$ cat src/rtl/crypt_pkg.sv
// crypt_pkg: FSM state encoding, default feedback taps and zero-seed substitute shared by the LFSR stream cipher
package crypt_pkg;
  typedef enum logic [1:0] {S_UNSEEDED, S_FILL, S_WAIT_IN, S_OUT} state_t;
  localparam logic [15:0] DEF_TAPS = 16'hB400;
  localparam int SEED_MAX_W = 64;
  function automatic logic [SEED_MAX_W-1:0] seed_fix(input logic [SEED_MAX_W-1:0] s);
    return s == '0 ? SEED_MAX_W'(1) : s;
  endfunction
endpackage

$ cat src/rtl/lfsr_core.sv
// lfsr_core: Fibonacci LFSR with seed load (0 mapped to 1) and step enable; ports clk, reset (sync active-low), load, step, seed in; state, key_bit out
module lfsr_core
  import crypt_pkg::*;
#(
  parameter int               WIDTH = 16,
  parameter logic [WIDTH-1:0] TAPS  = WIDTH'(DEF_TAPS)
) (
  input  logic             clk,
  input  logic             reset,
  input  logic             load,
  input  logic             step,
  input  logic [WIDTH-1:0] seed,
  output logic [WIDTH-1:0] state,
  output logic             key_bit
);
  logic [WIDTH-1:0] lfsr_q, lfsr_d;
  always_comb begin
    lfsr_d = load ? WIDTH'(seed_fix(SEED_MAX_W'(seed))) :
             step ? {lfsr_q[WIDTH-2:0], ^(lfsr_q & TAPS)} : lfsr_q;
  end
  always_ff @(posedge clk) begin
    lfsr_q <= reset ? lfsr_d : '0;
  end
  assign state   = lfsr_q;
  assign key_bit = lfsr_q[WIDTH-1];
endmodule

$ cat src/rtl/lfsr_stream_cipher.sv
// lfsr_stream_cipher: LFSR-keystream XOR word cipher; ports clk, reset (sync active-low), en, seed_load/seed, in_valid/in_ready/in_data, out_valid/out_ready/out_data; LFSR_CIPHER_BYPASS_EN adds a bypass input
module lfsr_stream_cipher
  import crypt_pkg::*;
#(
  parameter int               WIDTH  = 16,
  parameter logic [WIDTH-1:0] TAPS   = WIDTH'(DEF_TAPS),
  parameter int               DATA_W = 8
) (
  input  logic              clk,
  input  logic              reset,
  input  logic              en,
  input  logic              seed_load,
  input  logic [WIDTH-1:0]  seed,
  input  logic              in_valid,
  output logic              in_ready,
  input  logic [DATA_W-1:0] in_data,
  output logic              out_valid,
  input  logic              out_ready,
`ifdef LFSR_CIPHER_BYPASS_EN
  input  logic              bypass,
`endif
  output logic [DATA_W-1:0] out_data
);
  localparam int CW = $clog2(DATA_W);
  state_t            state_q, state_d;
  logic [CW-1:0]     bitcnt_q, bitcnt_d;
  logic [DATA_W-1:0] keybuf_q, keybuf_d, out_data_q, out_data_d;
  logic              step, key_bit, skip, last;
  logic [WIDTH-1:0]  unused_lfsr;
`ifdef LFSR_CIPHER_BYPASS_EN
  logic skip_q, skip_d;
  assign skip = skip_q;
`else
  assign skip = 1'b0;
`endif
  assign last = bitcnt_q == CW'(DATA_W - 1);
  lfsr_core #(.WIDTH(WIDTH), .TAPS(TAPS)) u_core (
    .clk     (clk),
    .reset   (reset),
    .load    (en && seed_load),
    .step    (step),
    .seed    (seed),
    .state   (unused_lfsr),
    .key_bit (key_bit)
  );
  always_ff @(posedge clk) begin
    if (!reset) begin
      state_q    <= S_UNSEEDED;
      bitcnt_q   <= '0;
      keybuf_q   <= '0;
      out_data_q <= '0;
    end else begin
      state_q    <= state_d;
      bitcnt_q   <= bitcnt_d;
      keybuf_q   <= keybuf_d;
      out_data_q <= out_data_d;
    end
  end
`ifdef LFSR_CIPHER_BYPASS_EN
  always_ff @(posedge clk) begin
    skip_q <= reset ? skip_d : 1'b0;
  end
`endif
  always_comb begin
    state_d    = state_q;
    bitcnt_d   = bitcnt_q;
    keybuf_d   = keybuf_q;
    out_data_d = out_data_q;
    step       = 1'b0;
`ifdef LFSR_CIPHER_BYPASS_EN
    skip_d     = skip_q;
`endif
    if (en && seed_load) begin
      state_d  = S_FILL;
      bitcnt_d = '0;
`ifdef LFSR_CIPHER_BYPASS_EN
      skip_d   = 1'b0;
`endif
    end else if (en) begin
      case (state_q)
        S_FILL: begin
          step     = !skip;
          keybuf_d = skip ? keybuf_q : {keybuf_q[DATA_W-2:0], key_bit};
          bitcnt_d = last ? '0 : bitcnt_q + 1'b1;
          state_d  = last ? S_WAIT_IN : S_FILL;
`ifdef LFSR_CIPHER_BYPASS_EN
          skip_d   = last ? 1'b0 : skip_q;
`endif
        end
        S_WAIT_IN: if (in_valid) begin
          state_d    = S_OUT;
`ifdef LFSR_CIPHER_BYPASS_EN
          out_data_d = bypass ? in_data : in_data ^ keybuf_q;
          skip_d     = bypass;
`else
          out_data_d = in_data ^ keybuf_q;
`endif
        end
        S_OUT: if (out_ready) begin
          state_d  = S_FILL;
          bitcnt_d = '0;
        end
        default: ;
      endcase
    end
  end
  always_comb begin
    in_ready  = en && state_q == S_WAIT_IN;
    out_valid = state_q == S_OUT;
    out_data  = out_data_q;
  end
endmodule

$ cat config.mk
export PLATFORM = sky130hd
export DESIGN_NAME = lfsr_stream_cipher
export DESIGN_NICKNAME = d
export VERILOG_FILES = /design/src/rtl/crypt_pkg.sv /design/src/rtl/lfsr_core.sv /design/src/rtl/lfsr_stream_cipher.sv
export SDC_FILE = /design/constraint.sdc
export NUM_CORES = 1
export LEC_CHECK = 0
export CORE_ASPECT_RATIO = 1.25
export CORE_MARGIN = 5
export CORE_UTILIZATION = 40
export DETAILED_ROUTE_END_ITERATION = 10
export GPL_TIMING_DRIVEN = 0
export PLACE_DENSITY = 0.74
export SLEW_MARGIN = 5
export SYNTH_ARGS = -nofsm -noshare
export SYNTH_HDL_FRONTEND = slang
export SYNTH_HIERARCHICAL = 1
export SYNTH_SLANG_ARGS = --single-unit
$ cat constraint.sdc
create_clock -name clk -period 5.55 [get_ports clk]
set_clock_uncertainty 0.2 [all_clocks]
set_input_delay 1.665 -clock clk [delete_from_list [all_inputs] [get_ports clk]]
set_output_delay 1.665 -clock clk [all_outputs]
set_load 0.02 [all_outputs]
==> results of run 1 <==
[per-stage QoR]
step	setup slack (ns)	hold WS, ns
final	0.624	0.287
after global routing	0.572	0.306
after CTS	0.622	0.284
after detailed placement	0.624	0.275
after global placement	0.633	0.265
after floorplan	1.67	0.253
[worst paths after layout]
path	start	endpoint	slack [ns]	depth (start not counted)
hold reg to reg	bitcnt_q[2]$_SDFFE_PP0P_	bitcnt_q[2]$_SDFFE_PP0P_	0.29	2
setup / recovery	en	in_ready	0.62	4
setup reg to reg	state_q[1]$_SDFFE_PP0P_	u_core/state[6]$_SDFFE_PN0P_	3.49	10
hold / removal	bitcnt_q[2]$_SDFFE_PP0P_	bitcnt_q[2]$_SDFFE_PP0P_	0.29	2
[critical path, delay by kind of cell]
family	cells	cell delay, ns
buffers and inverters	3	1.24
AND/OR/NAND/NOR	1	0.15
[area by class of cell]
class,count,share of cell area (%)
tap,60,2.94
buffer,11,3.82
clock inverter,3,2.54
inverter,5,0.734
sequential,37,29.0
multi-input combinational,152,43.1
clock buffer,5,2.69
timing repair buffer,39,15.3
[flip-flops by register name, indices dropped and copies added, names as in the netlist]
| register | flops |
|---|---|
| keybuf_q | 8 |
| out_data | 8 |
| state_q | 2 |
| bitcnt_q | 3 |
| u_core/state | 16 |
[power groups by stage]
| stage | clock network, uW | registers (uW) | logic [uW] |
|---|---|---|---|
| finish | 275 | 280 | 88.9 |
| CTS | 283 | 280 | 89.9 |
| global placement | 0 | 286 | 87.5 |
| floorplan | 0 | 285 | 52.9 |
| global route | 292 | 281 | 97.7 |
| detailed placement | 0 | 286 | 89.2 |
[metal layers]
metal | share of wire, % | wire length (um) | global-route usage [%] | vias to the layer above
li1 | - | - | - | 798
met3 | 3.1 | 125 | 1.82 | 5
met4 | 2.1 | 82 | 7.05 | 0
met1 | 40 | 1610 | 14.3 | 694
met5 | 0 | 0 | 0 | -
met2 | 54 | 2160 | 24.6 | 23
==> results.ini, run 1 <==
[synth]
synth.yosys.warnings = 6
synth.avg_cell_area_um2 = 9.55
synth_nets = 243
synthesis.area_um2 = 1960
syn-instance-count = 205

[power]
power_switching_uw = 141
pwr_density_cell_nw_per_um2 = 252
leakage_uw = 0.000993
clkPwrFrac_pct = 42.7
total_power_uw = 644
vdd_ir_drop_max_uv = 147
p_int_uw = 503
swShare_pct = 21.9
p_seq_share_pct = 43.5
comb_power_share_pct = 13.8

[worst_setup_path]
end_kind = output port
arrival_ns = 3.06
crit_top_cell = clkdlybuf4s50_1
max_stage_delay_ns = 0.59
crit_chain = clkdlybuf4s50_1, buf_4, and2_2, clkdlybuf4s50_1
critPathMaxFanout = 10
crit_type = primary input to output port
slowest_stage = clkdlybuf4s50_1
cp.required_ns = 3.69
cp-start-kind = primary input

[sta]
max_slew_margin_pct = 71.9
post-route-period-util_pct = 88.8
period_needed_ns = 4.93
finalMaxSlewViolations = 0
rsz0062_at_grt = no
fmax_ghz = 0.203
hold_viol_final = 0
worstMarginPinSlew_ns = 0.422
setup_viol = 0
final.setup.tns_ns = 0

[route]
via_per_inst = 4.87
num_vias = 1520
drt-total-wl_mm = 3.98
route.detailed.drc = 0
avgRoutedWirePerCell_um = 12.8
firstDrtPassIters = 4
drtAntennaViolNets = 0
drtIter0Drc = 76

[job]
cap_violations = 0

[placed_design]
portBuffers = 39
place.gp.congestion = 0.767
dp.cells = 304
dpl_cell_area_um2 = 2420
hpwl_mm = 3.09

[floorplan]
placementRows = 28
die_x_um = 72.6
core_area_um2 = 4730
die_h_um = 88.2
die_area_um2 = 6400
initial_core_util_pct = 41.4
io_pins = 40

[clock_tree]
post_cts_buffers = 0
clk_latency_ns = 0.29
path_clk_slew_ns = 0.08
htree_levels = 2
clock-sinks = 37
cts-root-buf = clkbuf_8
cts_buffer_depth = 2
cts_buffers = 5
cts_tree = yes
postCtsHoldBufs = 0
post_cts_resized = 0

[run_status]
outcome = complete, no violations

[cells_and_area]
layout_commonest_cell = clkdlybuf4s50_1
n_fill_cell = 453
final_cell_mix = 39 x clkdlybuf4s50_1, 37 x dfxtp_1, 24 x mux2i_1
multi_input_area_um2 = 1100
fin_nets = 289
syn_to_final_growth_pct = 30.6
final_util_pct = 54.1
fin_cells = 312
layout-drive-gt1-share_pct = 12.3
stdcell_area_um2 = 2560
diodes = 0
seq_area_um2 = 741

[grt]
grt.total_usage_pct = 13.2
grt_overflow_total = 0
grt_pass1_vias = 1526
antenna_found_initial = 0
grt_max_degree = 13
grt_pass1_wl_mm = 6.75

[hold_path]
hold_class = flop to flop

(Power assumes the default switching activity.)
==> run 2: changes to the inputs <==
CTS_BUF_LIST = sky130_fd_sc_hd__clkbuf_4 sky130_fd_sc_hd__clkbuf_8   (was unset)
==> results of run 2 <==
No change in the layout: final DEF, timing and power equal those of run 1.
==> run 3: changes to the inputs <==
CTS_CLUSTER_SIZE = 24   (was unset)
MAX_ROUTING_LAYER = met4   (was unset)
SETUP_SLACK_MARGIN = 0.02   (was unset)
==> run 3 against run 2 <==
Utilization unchanged. Critical path depth unchanged. Sequential share of layout area stayed put. Worst hold slack hardly changed. Clock power is essentially flat. Cell area did not move. Critical path type unchanged. Largest cell class unchanged. Global-route usage increased by 0.40 points.
==> results.ini, run 3 (synthesized netlist as in run 1, its figures left out) <==
[run_status]
outcome = complete, no violations

[worst_setup_path]
path_delay_family = buffers and inverters
slowest_stage = clkdlybuf4s50_1
crit_top_cell = clkdlybuf4s50_1
r2r_cells = 10
cp.depth = 4
cp-start-kind = primary input
max_stage_delay_ns = 0.59
end_kind = output port
arrival_ns = 3.06
cp.required_ns = 3.69
crit_chain = clkdlybuf4s50_1, buf_4, and2_2, clkdlybuf4s50_1
crit_type = primary input to output port
critPathMaxFanout = 10
cp_num_buf_inv = 3

[clock_tree]
cts_buffers = 5
clock-sinks = 37
cts_tree = yes
cts_buffer_depth = 2
postCtsHoldBufs = 0
post_cts_resized = 0
clk_latency_ns = 0.29
path_clk_slew_ns = 0.08
post_cts_buffers = 0
htree_levels = 2
cts-root-buf = clkbuf_8

[power]
p_seq_share_pct = 43.4
pwr_density_cell_nw_per_um2 = 252
leakage_uw = 0.000993
comb_power_share_pct = 13.8
vdd_ir_drop_max_uv = 147
power_switching_uw = 142
clkPwrFrac_pct = 42.8
swShare_pct = 22.0
p_int_uw = 503

[sta]
finalMaxSlewViolations = 0
worstMarginPinSlew_ns = 0.422
holdWs_ns = 0.287
rsz0062_at_grt = no
max_slew_margin_pct = 71.9
hold_viol_final = 0
period_needed_ns = 4.93
final.setup.tns_ns = 0
setup_viol = 0
post-route-period-util_pct = 88.8
fmax_ghz = 0.203

[cells_and_area]
final_util_pct = 54.1
syn_to_final_growth_pct = 30.6
final_cell_mix = 39 x clkdlybuf4s50_1, 37 x dfxtp_1, 24 x mux2i_1
layout-drive-gt1-share_pct = 12.3
largest_reg_flops = 16
fin_nets = 289
diodes = 0
layout_commonest_cell = clkdlybuf4s50_1
stdcell_area_um2 = 2560

[grt]
grt.total_usage_pct = 13.6
grt_max_degree = 13
antenna_found_initial = 0
grt_pass1_wl_mm = 6.75
grt_pass1_vias = 1527
grt_overflow_total = 0

[route]
avgRoutedWirePerCell_um = 12.8
drtIter0Drc = 81
drtAntennaViolNets = 0
drt-total-wl_mm = 3.99
via_per_inst = 4.85
firstDrtPassIters = 4
num_vias = 1513
route.detailed.drc = 0

[floorplan]
initial_core_util_pct = 41.4
die_area_um2 = 6400
die_h_um = 88.2
die_x_um = 72.6
core_area_um2 = 4730
placementRows = 28
io_pins = 40

[placed_design]
dpl_cell_area_um2 = 2420
portBuffers = 39
place.gp.congestion = 0.777
hpwl_mm = 3.09

[job]
cap_violations = 0

[hold_path]
hold_class = flop to flop
holdPathStages = 2

-- run 3: cell counts in the layout (fill, tap and decap cells not counted) --
Identical to the previous run, type by type.
-- run 3: tightest hold or removal path, stage by stage (launching register included) --
cell     delay (ns)
dfxtp_1        0.31
o21ai_0        0.07
a21oi_1        0.06
-- run 3: power by group through the flow --
stage / Sequential (uW) / Clock (uW) / Combinational [uW]
3_3_place_gp: 286 / 0 / 87.5
5_1_grt: 281 / 292 / 97.7
4_1_cts: 280 / 283 / 89.9
2_1_floorplan: 285 / 0 / 52.9
6_report: 280 / 276 / 88.9
3_5_place_dp: 286 / 0 / 89.2
-- run 3: layout make-up --
type	instances	area (um2)
multi-input cells	152	1100
fillers	453	2170
inverters	5	18.8
clock buffers	5	68.8
flip-flops and latches	37	741
repair buffers	39	390
plain buffers	11	97.6
well taps	60	75.1
clock inverters	3	65.1
-- run 3: path summary, 6_finish.rpt --
check / startpoint / end / slack (ns)
worst min register to register: bitcnt_q[2]$_SDFFE_PP0P_ / bitcnt_q[2]$_SDFFE_PP0P_ / 0.29
worst min-delay path: bitcnt_q[2]$_SDFFE_PP0P_ / bitcnt_q[2]$_SDFFE_PP0P_ / 0.29
worst max-delay path: en / in_ready / 0.62
worst max register to register: state_q[1]$_SDFFE_PP0P_ / u_core/state[6]$_SDFFE_PN0P_ / 3.49
-- run 3: layer usage --
metal  up-vias  GRT usage [%]  part of all wire, %
li1        797              -                    -
met3         5           1.82                  3.1
met5         -              -                    0
met1       692           14.3                   41
met4         0           7.05                  2.1
met2        19           24.6                   54
-- run 3: per-stage QoR --
stage | instances | setup WS [ns] | power [uW]
after floorplan | 205 | 1.67 | 338
after global placement | 304 | 0.633 | 373
after detailed placement | 304 | 0.624 | 375
after CTS | 312 | 0.622 | 653
after global routing | 312 | 0.572 | 671
final | 312 | 0.624 | 645
